$ cat config.mk
export PLATFORM = sky130hd
export DESIGN_NAME = fp_div_seq
export DESIGN_NICKNAME = d
export VERILOG_FILES = /design/src/rtl/fp_pkg.sv /design/src/rtl/fp_classify.sv /design/src/rtl/fp_div_seq.sv
export SDC_FILE = /design/constraint.sdc
export NUM_CORES = 1
export LEC_CHECK = 0
export BUFFER_PORTS_ARGS = -buffer_cell sky130_fd_sc_hd__buf_2
export CAP_MARGIN = 5
export CORE_MARGIN = 5
export CORE_UTILIZATION = 45
export DETAILED_ROUTE_END_ITERATION = 10
export PLACE_DENSITY = 0.74
export SETUP_SLACK_MARGIN = 0.4
export SLEW_MARGIN = 20
export SYNTH_ARGS = -nofsm -noshare
export SYNTH_HDL_FRONTEND = slang
export SYNTH_SLANG_ARGS = --single-unit
export TNS_END_PERCENT = 100
$ cat constraint.sdc
create_clock -name clk -period 7.5 [get_ports clk]
set_input_delay 0.75 -clock clk [delete_from_list [all_inputs] [get_ports clk]]
set_output_delay 0.75 -clock clk [all_outputs]
set_load 0.02 [all_outputs]
$ cat src/rtl/fp_pkg.sv
// rtl/fp_pkg.sv - shared types and constants for the floating-point units
package fp_pkg;

   typedef enum logic [2:0] {
      ST_IDLE,
      ST_PREP,
      ST_DIVIDE,
      ST_ROUND,
      ST_DONE
   } state_e;

   typedef enum logic [1:0] {
      CLS_ZERO,
      CLS_NORMAL,
      CLS_INF,
      CLS_NAN
   } op_class_e;

   // Bit positions inside the 4-bit flags word {invalid, div_by_zero, overflow, underflow}
   localparam int FLAG_INVALID     = 3;
   localparam int FLAG_DIV_BY_ZERO = 2;
   localparam int FLAG_OVERFLOW    = 1;
   localparam int FLAG_UNDERFLOW   = 0;

   function automatic int fp_bias(input int exp_w);
      return (1 << (exp_w - 1)) - 1;
   endfunction

   // Canonical quiet NaN: sign 0, exponent all ones, fraction MSB set; callers truncate to W
   function automatic logic [127:0] fp_qnan(input int exp_w, input int man_w);
      logic [127:0] r;
      r = ((128'd1 << exp_w) - 128'd1) << man_w;
      r = r | (128'd1 << (man_w - 1));
      return r;
   endfunction

endpackage

$ cat src/rtl/fp_classify.sv
// rtl/fp_classify.sv - unpacks one IEEE-754 word into sign/exponent/significand/class
module fp_classify
   import fp_pkg::*;
#(
   parameter int EXP_W = 8,
   parameter int MAN_W = 23
) (
   input  logic [EXP_W+MAN_W:0] word,
   output logic                 sign,
   output logic [EXP_W-1:0]     exp_f,
   output logic [MAN_W:0]       sig,
   output op_class_e            cls
);

   // Subnormals are treated as zero; the hidden bit is only meaningful for NORMAL
   always_comb begin
      sign  = word[EXP_W+MAN_W];
      exp_f = word[MAN_W +: EXP_W];
      sig   = {1'b1, word[MAN_W-1:0]};
      if (exp_f == '0)
         cls = CLS_ZERO;
      else if (&exp_f)
         cls = (word[MAN_W-1:0] == '0) ? CLS_INF : CLS_NAN;
      else
         cls = CLS_NORMAL;
   end

endmodule

$ cat src/rtl/fp_div_seq.sv
// rtl/fp_div_seq.sv - sequential restoring IEEE-754 divider with RNE and flags
module fp_div_seq
   import fp_pkg::*;
#(
   parameter int EXP_W = 8,
   parameter int MAN_W = 23
) (
   input  logic                 clk,
   input  logic                 rst,
   input  logic                 start,
   input  logic [EXP_W+MAN_W:0] a,
   input  logic [EXP_W+MAN_W:0] b,
   output logic                 busy,
   output logic                 done,
   output logic [EXP_W+MAN_W:0] result,
   output logic [3:0]           flags
);

   localparam int W     = 1 + EXP_W + MAN_W;
   localparam int S_W   = MAN_W + 1;
   localparam int R_W   = MAN_W + 2;
   localparam int Q_W   = MAN_W + 3;
   localparam int E_W   = EXP_W + 2;
   localparam int CNT_W = $clog2(Q_W + 1);
   localparam logic [W-1:0]          QNAN   = W'(fp_qnan(EXP_W, MAN_W));
   localparam logic signed [E_W-1:0] BIAS_E = E_W'(fp_bias(EXP_W));
   localparam logic signed [E_W-1:0] E_MAX  = E_W'((1 << EXP_W) - 1);

   state_e                  state;
   logic [W-1:0]            a_r, b_r, res_r;
   logic [3:0]              flg_r;
   logic                    sign_r;
   logic signed [E_W-1:0]   e_r;
   logic [R_W-1:0]          rem_r;
   logic [S_W-1:0]          mb_r;
   logic [Q_W-1:0]          q_r;
   logic [CNT_W-1:0]        cnt_r;

   logic                    sign_a, sign_b, sgn;
   logic [EXP_W-1:0]        exp_a, exp_b;
   logic [S_W-1:0]          sig_a, sig_b;
   op_class_e               cls_a, cls_b;

   fp_classify #(.EXP_W(EXP_W), .MAN_W(MAN_W)) u_cls_a (
      .word(a_r), .sign(sign_a), .exp_f(exp_a), .sig(sig_a), .cls(cls_a));
   fp_classify #(.EXP_W(EXP_W), .MAN_W(MAN_W)) u_cls_b (
      .word(b_r), .sign(sign_b), .exp_f(exp_b), .sig(sig_b), .cls(cls_b));

   assign sgn = sign_a ^ sign_b;

   logic                    spec_hit;
   logic [W-1:0]            spec_res;
   logic [3:0]              spec_flg;

   // Special-operand results decided in PREP; NaN sources take priority over everything
   always_comb begin
      spec_hit = 1'b1;
      spec_res = '0;
      spec_flg = '0;
      if (cls_a == CLS_NAN || cls_b == CLS_NAN ||
          (cls_a == CLS_ZERO && cls_b == CLS_ZERO) ||
          (cls_a == CLS_INF && cls_b == CLS_INF)) begin
         spec_res = QNAN;
         spec_flg[FLAG_INVALID] = 1'b1;
      end else if (cls_a == CLS_INF) begin
         spec_res = {sgn, {EXP_W{1'b1}}, {MAN_W{1'b0}}};
      end else if (cls_b == CLS_ZERO) begin
         spec_res = {sgn, {EXP_W{1'b1}}, {MAN_W{1'b0}}};
         spec_flg[FLAG_DIV_BY_ZERO] = 1'b1;
      end else if (cls_a == CLS_ZERO || cls_b == CLS_INF) begin
         spec_res = {sgn, {(W-1){1'b0}}};
      end else begin
         spec_hit = 1'b0;
      end
   end

   logic                    div_ge;
   logic [R_W-1:0]          rem_diff, rem_next;

   // One restoring step: subtract when the divisor fits, then shift the remainder
   always_comb begin
      div_ge   = rem_r >= {1'b0, mb_r};
      rem_diff = div_ge ? (rem_r - {1'b0, mb_r}) : rem_r;
      rem_next = {rem_diff[R_W-2:0], 1'b0};
   end

   logic [Q_W-1:0]          q_n;
   logic signed [E_W-1:0]   e_n, e_f;
   logic [S_W-1:0]          sig_n;
   logic [S_W:0]            sig_inc;
   logic [MAN_W-1:0]        frac;
   logic                    guard, sticky, rnd_inc;
   logic [W-1:0]            rnd_res;
   logic [3:0]              rnd_flg;

   // Normalise q into [1,2), round to nearest even, then range-check the exponent
   always_comb begin
      q_n     = q_r[Q_W-1] ? q_r : {q_r[Q_W-2:0], 1'b0};
      e_n     = q_r[Q_W-1] ? e_r : e_r - E_W'(1);
      sig_n   = q_n[Q_W-1 -: S_W];
      guard   = q_n[1];
      sticky  = q_n[0] | (|rem_r);
      rnd_inc = guard & (sticky | sig_n[0]);
      sig_inc = {1'b0, sig_n} + {{S_W{1'b0}}, rnd_inc};
      frac    = sig_inc[S_W] ? sig_inc[MAN_W:1] : sig_inc[MAN_W-1:0];
      e_f     = e_n + {{(E_W-1){1'b0}}, sig_inc[S_W]};
      rnd_flg = '0;
      if (!e_f[E_W-1] && e_f >= E_MAX) begin
         rnd_res = {sign_r, {EXP_W{1'b1}}, {MAN_W{1'b0}}};
         rnd_flg[FLAG_OVERFLOW] = 1'b1;
      end else if (e_f[E_W-1] || e_f == '0) begin
         rnd_res = {sign_r, {(W-1){1'b0}}};
         rnd_flg[FLAG_UNDERFLOW] = 1'b1;
      end else begin
         rnd_res = {sign_r, e_f[EXP_W-1:0], frac};
      end
   end

   // Control FSM with registered busy/done/result/flags
   always_ff @(posedge clk) begin
      if (rst) begin
         state  <= ST_IDLE;
         busy   <= 1'b0;
         done   <= 1'b0;
         result <= '0;
         flags  <= '0;
         a_r    <= '0;
         b_r    <= '0;
         res_r  <= '0;
         flg_r  <= '0;
         sign_r <= 1'b0;
         e_r    <= '0;
         rem_r  <= '0;
         mb_r   <= '0;
         q_r    <= '0;
         cnt_r  <= '0;
      end else begin
         done <= 1'b0;
         case (state)
            ST_IDLE: begin
               if (start) begin
                  a_r   <= a;
                  b_r   <= b;
                  busy  <= 1'b1;
                  state <= ST_PREP;
               end
            end
            ST_PREP: begin
               sign_r <= sgn;
               if (spec_hit) begin
                  res_r <= spec_res;
                  flg_r <= spec_flg;
                  state <= ST_DONE;
               end else begin
                  e_r   <= $signed({2'b00, exp_a}) - $signed({2'b00, exp_b}) + BIAS_E;
                  rem_r <= {1'b0, sig_a};
                  mb_r  <= sig_b;
                  q_r   <= '0;
                  cnt_r <= '0;
                  state <= ST_DIVIDE;
               end
            end
            ST_DIVIDE: begin
               rem_r <= rem_next;
               q_r   <= {q_r[Q_W-2:0], div_ge};
               cnt_r <= cnt_r + CNT_W'(1);
               if (cnt_r == CNT_W'(Q_W - 1))
                  state <= ST_ROUND;
            end
            ST_ROUND: begin
               res_r <= rnd_res;
               flg_r <= rnd_flg;
               state <= ST_DONE;
            end
            ST_DONE: begin
               result <= res_r;
               flags  <= flg_r;
               done   <= 1'b1;
               busy   <= 1'b0;
               state  <= ST_IDLE;
            end
            default: state <= ST_IDLE;
         endcase
      end
   end

endmodule

==> impl_metrics.toml <==
[logic_synthesis]
yosysWarnings = 0
synth_area_leaders = "dfxtp_1 (38%), nand2_1 (12%), a21oi_1 (8.8%), ha_1 (4.0%), nor2_1 (2.7%)"
syn_nets = 1736
synthCells = 1628
synth_area_um2 = 12300
synth.distinct_cells = 72
synth_most_common_cell = "nand2_1"
yosysTopAreaCell = "dfxtp_1"
yosys-top-cells-count = "nand2_1 (383), dfxtp_1 (232), a21oi_1 (217)"
yosysSeqAreaShare = 0.376
ys_ff_latch = 232
synthFlopType = "dfxtp_1"
synthArstFlopShare = 0
synth.top_cell.area_share = 0.376
syn_area_per_cell_um2 = 7.58
synth_edf_count = 0

[floorplan]
ioPinCount = 105
num_rows = 60
core_region_area_um2 = 27000
dieHeight_um = 176
initial_core_util = 0.458
die_w_um = 176
dieArea_um2 = 30800

[layout]
drive_gt1_frac = 0.118
area_growth_pct = 11.7
fin_area_um2 = 13800
layout.nets = 1767
final_util = 0.511

[clocking]
cts_sinks = 232
clk_latency_ns = 0.53
hold_buffers = 0
cts_resized = 0
clkTransAtPathRegs_ns = 0.06
ctsHtreeMaxLevel = 1
cts_root_buf = "clkbuf_16"
post-cts-setup-buffer-count = 0
max-clock-path-buffers = 3
tritoncts = "yes"
numCtsBuffers = 25

[grt]
grt.total_usage = 0.194
antenna_found_initial = 0
grt_pass1_wl_um = 51400
grt_pass1_vias = 10325
grt-ovfl-total = 0
grt_max_degree = 130

[drt]
dr.first_iter.drc_count = 817
via_per_inst = 5.65
wl_met2_um = 13800
firstDrtPassIters = 6
drt-total-wl_um = 31500
drc = 0
wire_per_inst_um = 15.6
wl_met3_um = 1940
postRouteAntennaNets = 0
vias = 11399
wl_met1_um = 15000
route.top_layer_used = "met4"

[timing]
rsz0062_at_grt = "false"
period_needed_ns = 5.13
finalHoldViolations = 0
min_period_over_period = 0.683
max_freq_ghz = 0.195
setup_viol = 0
tightest_slew_ns = 1.12
drv_slew = 0
timing.setup.tns_ns = 0
clock_skew_ns = 0.0207
maxSlewHeadroom = 0.246

[worst_setup_path]
startpoint_type = "flop"
endpoint_kind = "flop"
cp.required_ns = 7.95
path_max_fanout = 27
critPathKind = "reg2reg"
cp_data_arrival_time_ns = 5.58

[power_and_ir_drop]
p_seq_frac = 0.369
power_frac_comb = 0.290
internal-power_w = 0.00246
p_leak_nw = 5.08
switching_power_w = 0.00121
ir_drop_uv = 182
switching_share = 0.330
p_per_area_nw_per_um2 = 267
p_clk_frac = 0.341

[placed_design]
place_area_um2 = 12900
gp_congestion = 0.943
portBuffers = 104
hpwl_um = 22000

[outcome]
status = "completed"

[job]
drv_cap = 0

[min_path]
hp-class = "reg2reg"
per-stage QoR:
| step | power [W] | std cells | hold WS (ns) | setup slack, ns |
|---|---|---|---|---|
| 2_1_floorplan | 0.00220 | 1628 | 0.427 | 2.33 |
| 3_3_place_gp | 0.00241 | 1973 | 0.440 | 2.68 |
| 3_5_place_dp | 0.00242 | 1973 | 0.445 | 2.43 |
| 4_1_cts | 0.00369 | 2018 | 0.439 | 2.41 |
| 5_1_grt | 0.00386 | 2018 | 0.450 | 1.96 |
| 6_report | 0.00367 | 2019 | 0.450 | 2.37 |
cell type report:
| cell class | instances | area, µm² |
|---|---|---|
| clock inverters | 12 | 153 |
| clock buffers | 33 | 686 |
| inverters | 60 | 225 |
| flip-flops and latches | 232 | 4650 |
| multi-input cells | 1226 | 7040 |
| fillers | 2571 | 13200 |
| diodes | 1 | 2.50 |
| well taps | 341 | 427 |
| repair buffers | 114 | 602 |
power groups by stage:
stage / clock network, W / registers (W) / logic (W)
floorplan: 0 / 0.00136 / 0.000840
global placement: 0 / 0.00138 / 0.00103
detailed placement: 0 / 0.00138 / 0.00104
CTS: 0.00128 / 0.00135 / 0.00105
global route: 0.00133 / 0.00136 / 0.00117
finish: 0.00125 / 0.00136 / 0.00107
kinds of logic (layout without fill, tap and decap cells):
family | Yosys count | after routing | synth area share
other cells | 0 | 1 | 0
mux | 30 | 30 | 0.0248
buf+inv | 170 | 219 | 0.0547
flops | 232 | 232 | 0.376
fa+ha+maj | 41 | 41 | 0.0428
compound gates | 427 | 427 | 0.218
simple gates | 683 | 683 | 0.251
xor+xnor | 45 | 45 | 0.0319
path summary, 6_finish.rpt:
check | cells past startpoint | from | slack, ns | to
worst max-delay path | 16 | q_r[25] | 2.37 | res_r[11]
worst min-delay path | 2 | result[10] | 0.45 | result[10]
worst max register to register | 16 | q_r[25] | 2.37 | res_r[11]
worst min register to register | 2 | result[10] | 0.45 | result[10]
layer usage:
metal  up-vias  GRT usage
li1       5760          -
met1      5254      0.282
met2       336      0.300
met3        49     0.0267
met4         0     0.0533
met5         -          0
worst max-delay path, stage by stage, from the launching register on:
cell and delay [ns]:
dfxtp_2 0.63, nand2_1 0.09, a21boi_0 0.20, ha_1 0.23, nand3_1 0.15, nor4_1 0.48
and4_1 0.43, nand3_1 0.16, nor3_1 0.33, ha_1 0.24, o31ai_1 0.24, a21oi_1 0.26
nand3_1 0.12, xnor2_1 0.19, nor3_2 0.51, and4b_4 0.56, a32o_1 0.22
sequential cells by signal, indices dropped and copies added (netlist names), 5 cells and up:
name	flops
rem_r	25
b_r	32
a_r	32
q_r	26
cnt_r	5
mb_r	24
e_r	10
res_r	32
result	32
cells in the final DEF, fill, tap and decap left out, types with 14 or more instances in the layout:
cell / instances
a211oi_1: 29
a21oi_1: 217
a311oi_1: 20
a31o_2: 16
buf_2: 103
clkbuf_16: 25
dfxtp_1: 231
ha_1: 39
inv_1: 60
mux2i_1: 25
nand2_1: 380
nand2b_1: 14
nand3_1: 52
nor2_1: 89
nor3_1: 18
nor4_1: 26
o21ai_0: 30
or3_1: 15
xnor2_1: 30
xor2_1: 15
(Power assumes the default switching activity.)
